===== config.mk =====
export PLATFORM = sky130hd
export DESIGN_NAME = uart_tx_arbiter
export DESIGN_NICKNAME = d
export VERILOG_FILES = /design/src/rtl/uart_pkg.sv /design/src/rtl/uart_rr_pick.sv /design/src/rtl/uart_tx_arbiter.sv
export SDC_FILE = /design/constraint.sdc
export NUM_CORES = 1
export LEC_CHECK = 0
export ABC_AREA = 1
export CAP_MARGIN = 10
export CELL_PAD_IN_SITES_DETAIL_PLACEMENT = 1
export CELL_PAD_IN_SITES_GLOBAL_PLACEMENT = 1
export CORE_MARGIN = 5
export CORE_UTILIZATION = 25
export DETAILED_ROUTE_END_ITERATION = 10
export GPL_ROUTABILITY_DRIVEN = 0
export PLACE_DENSITY_LB_ADDON = 0.1
export SLEW_MARGIN = 20
export SYNTH_ARGS = -nofsm -noshare
export SYNTH_HDL_FRONTEND = slang
export SYNTH_SLANG_ARGS = --single-unit
export TNS_END_PERCENT = 10

===== constraint.sdc =====
create_clock -name clock -period 4.9 [get_ports clock]
set_input_delay 0.49 -clock clock [delete_from_list [all_inputs] [get_ports clock]]
set_output_delay 0.49 -clock clock [all_outputs]
set_load 0.05 [all_outputs]

===== src/rtl/uart_pkg.sv =====
// Shared FSM encoding and defaults for the UART transmit arbiter.
package uart_pkg;

  typedef enum logic [1:0] {
    ST_IDLE = 2'd0,
    ST_LOAD = 2'd1,
    ST_SEND = 2'd2
  } state_e;

  localparam int NUM_REQ_DEFAULT    = 4;
  localparam int FRAME_BITS_DEFAULT = 10;

  // Index into a ring of n requesters; a may exceed n after adding an offset.
  function automatic int idx_wrap(input int a, input int n);
    return a % n;
  endfunction

endpackage


===== src/rtl/uart_rr_pick.sv =====
// Combinational round-robin pick: first set req bit scanning up from last_grant+1.
module uart_rr_pick
  import uart_pkg::*;
#(
  parameter int NUM_REQ = NUM_REQ_DEFAULT,
  parameter int IDX_W   = $clog2(NUM_REQ)
) (
  input  logic [NUM_REQ-1:0] req,
  input  logic [IDX_W-1:0]   last_grant,
  output logic               valid,
  output logic [IDX_W-1:0]   winner,
  output logic [NUM_REQ-1:0] onehot
);

  // Walk the ring from farthest to nearest so the nearest requester overrides.
  always_comb begin
    valid  = 1'b0;
    winner = {IDX_W{1'b0}};
    onehot = {NUM_REQ{1'b0}};
    for (int k = NUM_REQ; k >= 1; k--) begin
      winner = req[idx_wrap(int'(last_grant) + k, NUM_REQ)]
             ? IDX_W'(idx_wrap(int'(last_grant) + k, NUM_REQ)) : winner;
      valid  = valid | req[idx_wrap(int'(last_grant) + k, NUM_REQ)];
    end
    onehot = valid ? ({{(NUM_REQ-1){1'b0}}, 1'b1} << winner) : {NUM_REQ{1'b0}};
  end

endmodule


===== src/rtl/uart_tx_arbiter.sv =====
// Round-robin arbiter feeding one UART transmitter: IDLE grants, LOAD waits for a
// bit tick while holding the start strobe, SEND counts out the frame.
module uart_tx_arbiter
  import uart_pkg::*;
#(
  parameter int NUM_REQ    = NUM_REQ_DEFAULT,
  parameter int FRAME_BITS = FRAME_BITS_DEFAULT
) (
  input  logic                 clock,
  input  logic                 reset,
  input  logic                 txenable,
  input  logic [NUM_REQ-1:0]   req,
  input  logic [NUM_REQ*8-1:0] reqData,
  output logic [NUM_REQ-1:0]   grant,
  output logic                 transmit,
  output logic [7:0]           txData,
  output logic                 busy
);

  localparam int IDX_W = $clog2(NUM_REQ);
  localparam int CNT_W = $clog2(FRAME_BITS);
  localparam logic [IDX_W-1:0] LAST_RESET = IDX_W'(NUM_REQ - 1);
  localparam logic [CNT_W-1:0] FRAME_LAST = CNT_W'(FRAME_BITS - 1);

  state_e               state_q, state_d;
  logic [NUM_REQ-1:0]   grant_q, grant_d;
  logic                 transmit_q, transmit_d;
  logic [7:0]           txdata_q, txdata_d;
  logic                 busy_q, busy_d;
  logic [CNT_W-1:0]     bitcnt_q, bitcnt_d;
  logic [IDX_W-1:0]     last_q, last_d;

  logic                 pick_valid;
  logic [IDX_W-1:0]     pick_idx;
  logic [NUM_REQ-1:0]   pick_onehot;

  uart_rr_pick #(
    .NUM_REQ (NUM_REQ),
    .IDX_W   (IDX_W)
  ) u_pick (
    .req        (req),
    .last_grant (last_q),
    .valid      (pick_valid),
    .winner     (pick_idx),
    .onehot     (pick_onehot)
  );

  // Next-state and output decode; grant is a single-clock pulse so it defaults low.
  always_comb begin
    state_d    = state_q;
    grant_d    = {NUM_REQ{1'b0}};
    transmit_d = transmit_q;
    txdata_d   = txdata_q;
    bitcnt_d   = bitcnt_q;
    last_d     = last_q;
    case (state_q)
      ST_IDLE: begin
        if (pick_valid) begin
          state_d    = ST_LOAD;
          grant_d    = pick_onehot;
          transmit_d = 1'b1;
          txdata_d   = reqData[int'(pick_idx)*8 +: 8];
          last_d     = pick_idx;
        end else begin
          state_d    = ST_IDLE;
        end
      end
      ST_LOAD: begin
        if (txenable) begin
          state_d    = ST_SEND;
          transmit_d = 1'b0;
          bitcnt_d   = {CNT_W{1'b0}};
        end else begin
          state_d    = ST_LOAD;
        end
      end
      ST_SEND: begin
        if (txenable && (bitcnt_q == FRAME_LAST)) begin
          state_d  = ST_IDLE;
          bitcnt_d = {CNT_W{1'b0}};
        end else if (txenable) begin
          bitcnt_d = bitcnt_q + CNT_W'(1);
        end else begin
          bitcnt_d = bitcnt_q;
        end
      end
      default: begin
        state_d    = ST_IDLE;
        transmit_d = 1'b0;
        bitcnt_d   = {CNT_W{1'b0}};
      end
    endcase
    busy_d = (state_d != ST_IDLE);
  end

  // State and output registers.
  always_ff @(posedge clock or posedge reset) begin
    if (reset) begin
      state_q    <= ST_IDLE;
      grant_q    <= {NUM_REQ{1'b0}};
      transmit_q <= 1'b0;
      txdata_q   <= 8'h00;
      busy_q     <= 1'b0;
      bitcnt_q   <= {CNT_W{1'b0}};
      last_q     <= LAST_RESET;
    end else begin
      state_q    <= state_d;
      grant_q    <= grant_d;
      transmit_q <= transmit_d;
      txdata_q   <= txdata_d;
      busy_q     <= busy_d;
      bitcnt_q   <= bitcnt_d;
      last_q     <= last_d;
    end
  end

  assign grant    = grant_q;
  assign transmit = transmit_q;
  assign txData   = txdata_q;
  assign busy     = busy_q;

endmodule


# Yosys cells after proc, flatten, opt, wreduce, memory -nomap -nowiden
# Index checks and enable logic that the tools add are counted.
dict set report word_totals {
  ff_bits 22
  inputBits 39
  out_inout_bits 14
}
dict set report op_classes {
  n_addsub 5
  order_cmp 4
  n_eq_ne 6
  shift 2
  n_mux 29
  bitwise_logic 9
  reduce_logical 10
}
# cell n
set op_table {}
lappend op_table {{$shiftx A32 B6 Y8} 1}
lappend op_table {{$mux W4} 5}
lappend op_table {{$lt A3 B4 Y1 const B} 4}
lappend op_table {{$mux W2} 6}
lappend op_table {{$pmux W4 S3} 1}
lappend op_table {{$mux W1} 11}
lappend op_table {{$bmux W1 S2} 4}
lappend op_table {{$reduce_or A2 Y1} 4}
lappend op_table {{$pmux W2 S3} 1}
lappend op_table {{$reduce_and A3 Y1} 2}
lappend op_table {{$add A2 B1 Y2 const B} 2}
lappend op_table {{$add A2 B2 Y2 const B} 2}
lappend op_table {{$add A4 B1 Y4 const B} 1}
lappend op_table {{$and A1 B1 Y1 const A} 4}
lappend op_table {{$eq A4 B4 Y1 const B} 1}
lappend op_table {{$ne A2 B2 Y1 const B} 2}
lappend op_table {{$shl A1 B2 Y4 const A} 1}
lappend op_table {{$ne A3 B3 Y1 const B} 1}
lappend op_table {{$or A1 B1 Y1} 3}
lappend op_table {{$pmux W1 S3} 1}
lappend op_table {{$eq A2 B1 Y1 const B} 1}
lappend op_table {{$eq A2 B2 Y1 const B} 1}
lappend op_table {{$logic_not A2 Y1} 1}
lappend op_table {{$not A1 Y1} 2}
lappend op_table {{other kinds (3)} 3}

# Longest topological paths before layout
dict set report depth {
  ltp_word 13
  depth_mapped 16
  depth_no_buf 15
}

# By module
# Synthesis repeated with hierarchy kept, for this count alone.
dict set report hier_totals {
  cells_unflattened 262
  hier_area_um2 1619.1
}
# module instances cells_each area_per_inst_um2
set by_module_without_submodules {}
lappend by_module_without_submodules {uart_tx_arbiter 1 205 1316.3}
lappend by_module_without_submodules {uart_rr_pick 1 57 302.8}

# Worst setup path before layout
# OpenSTA, ideal clock, no wires.
dict set report synth_timing {
  path_kind {register to register}
  from {register last_q[0]}
  to {register txdata_q[0] (netlist: txData[0])}
  t_arrival_ns 1.642
  path_slack_ns 3.140
  stages_incl_launch_ff 15
  n_path_buf 2
  synth_period_minus_slack_ns 1.760
  path_cell_list {dfstp_2 > buf_6 > inv_6 > nand2_2 > and2_4 > nor2_2 > nor2_2 > nand3_4 > nand2_4 > buf_6 > nand2_2 > nand3_1 > nand2_1 > nand2_1 > nand2_1}
}
dict set report synth_via {
  elab_chain_cells 9
  word_cells_on_any_way 25
}
# element line_no
set synth_rtl {}
lappend synth_rtl {{start: declaration} uart_tx_arbiter.sv:31} ;# logic [IDX_W-1:0] last_q, last_d;
lappend synth_rtl {{start signal: assignment} uart_tx_arbiter.sv:113} ;# last_q <= last_d;
lappend synth_rtl {{$add A2 B1 Y2} {uart_rr_pick.sv:21, uart_rr_pick.sv:22, uart_rr_pick.sv:23}}
lappend synth_rtl {{$bmux W1 S2} {uart_rr_pick.sv:21, uart_rr_pick.sv:23}}
lappend synth_rtl {{$mux W1 (not written as such) (2 in series)} {uart_rr_pick.sv:21, uart_rr_pick.sv:23}}
lappend synth_rtl {{$mux W2 (4 in series)} uart_rr_pick.sv:22} ;# ? IDX_W'(idx_wrap(int'(last_grant) + k, NUM_REQ)) : winner;
lappend synth_rtl {{$shiftx A32 B6 Y8} uart_tx_arbiter.sv:62} ;# txdata_d = reqData[int'(pick_idx)*8 +: 8];
lappend synth_rtl {{end signal: assignment} uart_tx_arbiter.sv:110} ;# txdata_q <= txdata_d;
lappend synth_rtl {{end: declaration} uart_tx_arbiter.sv:28} ;# logic [7:0] txdata_q, txdata_d;
# Several ways; a longest one is shown, not always the timed one. The select of a mux whose other input is x is not followed.
# A chain may end at the register's enable or synchronous reset.

# Final worst setup path
dict set report layout_timing {
  from {register last_q[0]}
  to {register txdata_q[2] (netlist: txData[2])}
}
# The elaborated chain is that of the path after synthesis.

==> results.yml <==
critical_path:
  reg2reg_depth: 13
  crit_type: "reg2reg"
  path_delay_family: "simple AND/OR/NAND/NOR gates"
  critPathLaunch: "last_q[0]"
  critPathLaunchType: "register"
  worstPathArrival_ns: 2.43
  timing.rr.end: "txData[2]"
  r2r-start: "last_q[0]"
  max_stage_delay_ns: 0.66
  required_ns: 5.05
  path_max_fanout: 11
  path_buf_inv: 2
  crit_chain: "inv_6, nand2_1, nand2_1, nand2_2, nand3_1, nand3_1, nand2_1, nand2_1, inv_1, nand3_1, nand2_1, nand2_1, nand2_1"
  crit_top_cell: "nand2_1"
  end_kind: "register"
  cp_slowest_cell: "dfstp_2"
  reg2reg_setup_slack_ns: 2.61
synthesis:
  synth_seq_area_share_pct: 36.9
  yosysWarnings: 0
  ys_top_cells_by_area: "dfrtp_1 (33%), nand2_1 (22%), nand3_1 (8.3%), inv_1 (5.5%), nand2_2 (5.4%)"
  synthTopCellsByCount: "nand2_1 (89), nand3_1 (25), inv_1 (22), dfrtp_1 (20), nand2_2 (13)"
  synth-main-ff-cell: "dfrtp_1"
  syn_area_sq_um: 1500
  synth_area_leader_cell: "dfrtp_1"
  avgSynthCellArea_sq_um: 6.88
  synth_edf_count: 0
  async_reset_ff_share_pct: 100
  ys_ff_latch: 22
  synthCells: 218
  syn-num-nets: 259
  yosysMostFrequentCell: "nand2_1"
  synth_top_area_share_pct: 33.4
  synth_cell_types: 27
clocking:
  clkSlewWorstSetupHoldPaths_ns: 0.08
  htree_levels: 1
  postCtsSetupBuffers: 0
  clk_latency_ns: 0.26
  ctsHoldBuffers: 0
  clock_path_buffers: 2
  cts_root_buffer: "clkbuf_8"
  post_cts_resized: 0
  cts_tree: "built"
  cts_made_buffers: 3
  cts_sinks: 22
pwr:
  power_switching_mw: 0.871
  power_per_cell_area_nw_per_um2: 732
  power_frac_clock_pct: 8.2
  p_int_mw: 0.681
  p_seq_share_pct: 21.2
  p_sw_share_pct: 56.1
  irDropWorstVdd_mv: 0.295
  p_leak_nw: 1.06
  p_comb_share_pct: 70.7
layout:
  multiInputGateArea_sq_um: 798
  fill_cells: 757
  area_growth_pct: 41.4
  utilization_pct: 36.0
  drive_gt1_share_pct: 10.5
  fin_nets: 309
  antenna_cells: 0
  seqCellArea_sq_um: 553
sta:
  worst_slack_ns: 2.61
  finalHoldViolCount: 0
  max_slew_margin_pct: 45.6
  fin_crit_ns: 2.29
  setup_tns_ns: 0
  fin_crit_sh_pct: 46.6
  timing.final.max_slew_violations: 0
  fmaxAchievable_ghz: 0.437
  finalClockSkew_ns: 0.00281
  setup_viol: 0
  rsz0062_at_grt: "false"
  tightest_slew_ns: 0.815
hold_path:
  whs_path_depth: 2
  min_to: "txData[7]"
  hp-start: "txData[7]"
  min_path_type: "reg2reg"
global_routing:
  grt_overflow: 0
  grtUsageTotal_pct: 12.3
  grt_max_degree: 23
  grt_pass1_wl_um: 7510
  antenna_found_initial: 0
  grt_pass1_vias: 1595
detailed_routing:
  wl_per_cell_um: 12.7
  vias_per_cell: 4.37
  first_pass_iters: 3
  postRouteAntennaNets: 0
  drtIter0Drc: 25
  drc: 0
  via_count: 1493
  routed_wl_um: 4350
floorplanning:
  core_area_sq_um: 5890
  die_h_um: 87.4
  start_util_pct: 25.5
  die_x_um: 87.4
  rows: 28
  dieArea_sq_um: 7640
  io_pins: 53
placed_design:
  dp_hpwl_um: 3440
  portBuffers: 52
  place_ws_ns: 2.32
run_status:
  run_status: "finished clean"
job:
  cap_violations: 0
-- cells by family after synthesis --
family                     count (synthesis)  synth area share, %
and+or+nand+nor                          151                 47.3
buffers and inverters                     32                 9.85
DFF                                       22                 36.9
AOI/OAI and AO/OA                          9                 3.09
xor gates and xnor gates                   2                 1.17
adders and majority gates                  2                 1.67
-- power groups by stage --
stage	Clock [mW]	Combinational [mW]	Sequential (mW)
after floorplan	0	0.697	0.474
after global placement	0	1.12	0.335
after detailed placement	0	1.12	0.333
after CTS	0.132	1.13	0.331
after global routing	0.140	1.25	0.343
final	0.127	1.10	0.328
-- worst max-delay path by stage --
stage | endpoint | slack, ns | cells after the start
final | txData[2] | 2.61 | 13
after floorplan | txData[0] | 3.14 | 14
after CTS | txData[0] | 2.55 | 13
after global placement | txData[0] | 2.32 | 12
after global routing | txData[0] | 2.34 | 13
after detailed placement | txData[0] | 2.32 | 12
-- cell usage in the layout (no fill, tap or decap) --
master / netlist / final
nand3b_1: 8 / 8
o21ai_0: 3 / 3
nand4_1: 3 / 3
xnor2_1: 1 / 1
xor2_1: 1 / 1
o21ai_1: 2 / 2
o22ai_1: 1 / 1
nor3_1: 2 / 2
clkbuf_8: 0 / 4
clkdlybuf4s50_1: 0 / 52
dfstp_2: 2 / 2
inv_2: 2 / 2
dfrtp_1: 20 / 20
inv_1: 22 / 22
nand2_1: 89 / 89
inv_6: 1 / 1
and2_4: 1 / 1
nor2_2: 2 / 2
nor2_1: 5 / 5
nand3_1: 25 / 25
ha_1: 2 / 2
nand2_4: 2 / 2
a21oi_1: 3 / 3
nand2_2: 13 / 13
nand3_4: 1 / 1
-- per-layer routing --
metal / up-vias / part of all wire, % / global-route usage, %
met5: - / 0 / 0
met1: 679 / 45 / 16.0
met3: 4 / 4.7 / 2.74
met2: 32 / 49 / 21.0
met4: 0 / 0.99 / 2.23
li1: 778 / - / -
-- worst min-delay path, stage by stage, from the launching register on --
cell     delay [ns]
dfrtp_1        0.35
nand2_1        0.06
nand2_1        0.06
-- area by class of cell --
cell class              instances  share of cell area [%]
multi-input cells             164                    37.7
flip-flops and latches         22                    26.1
clock buffers                   4                    2.60
inverters                      25                    4.66
well taps                      75                    4.43
repair buffers                 52                    24.6
-- per-stage QoR --
step	cells	instance area, sq um	hold WS [ns]	total power [mW]
2_1_floorplan	218	1500	0.478	1.17
4_1_cts	342	2120	0.506	1.59
3_3_place_gp	338	2060	0.487	1.46
6_report	342	2120	0.494	1.55
3_5_place_dp	338	2060	0.485	1.46
5_1_grt	342	2120	0.551	1.73
-- sequential cells by signal (all words and copies together) (netlist names) --
| name | cells |
|---|---|
| bitcnt_q | 4 |
| last_q | 2 |
| grant | 4 |
| state_q | 2 |
| txData | 8 |
| transmit | 1 |
| busy | 1 |
(Power assumes the default switching activity.)
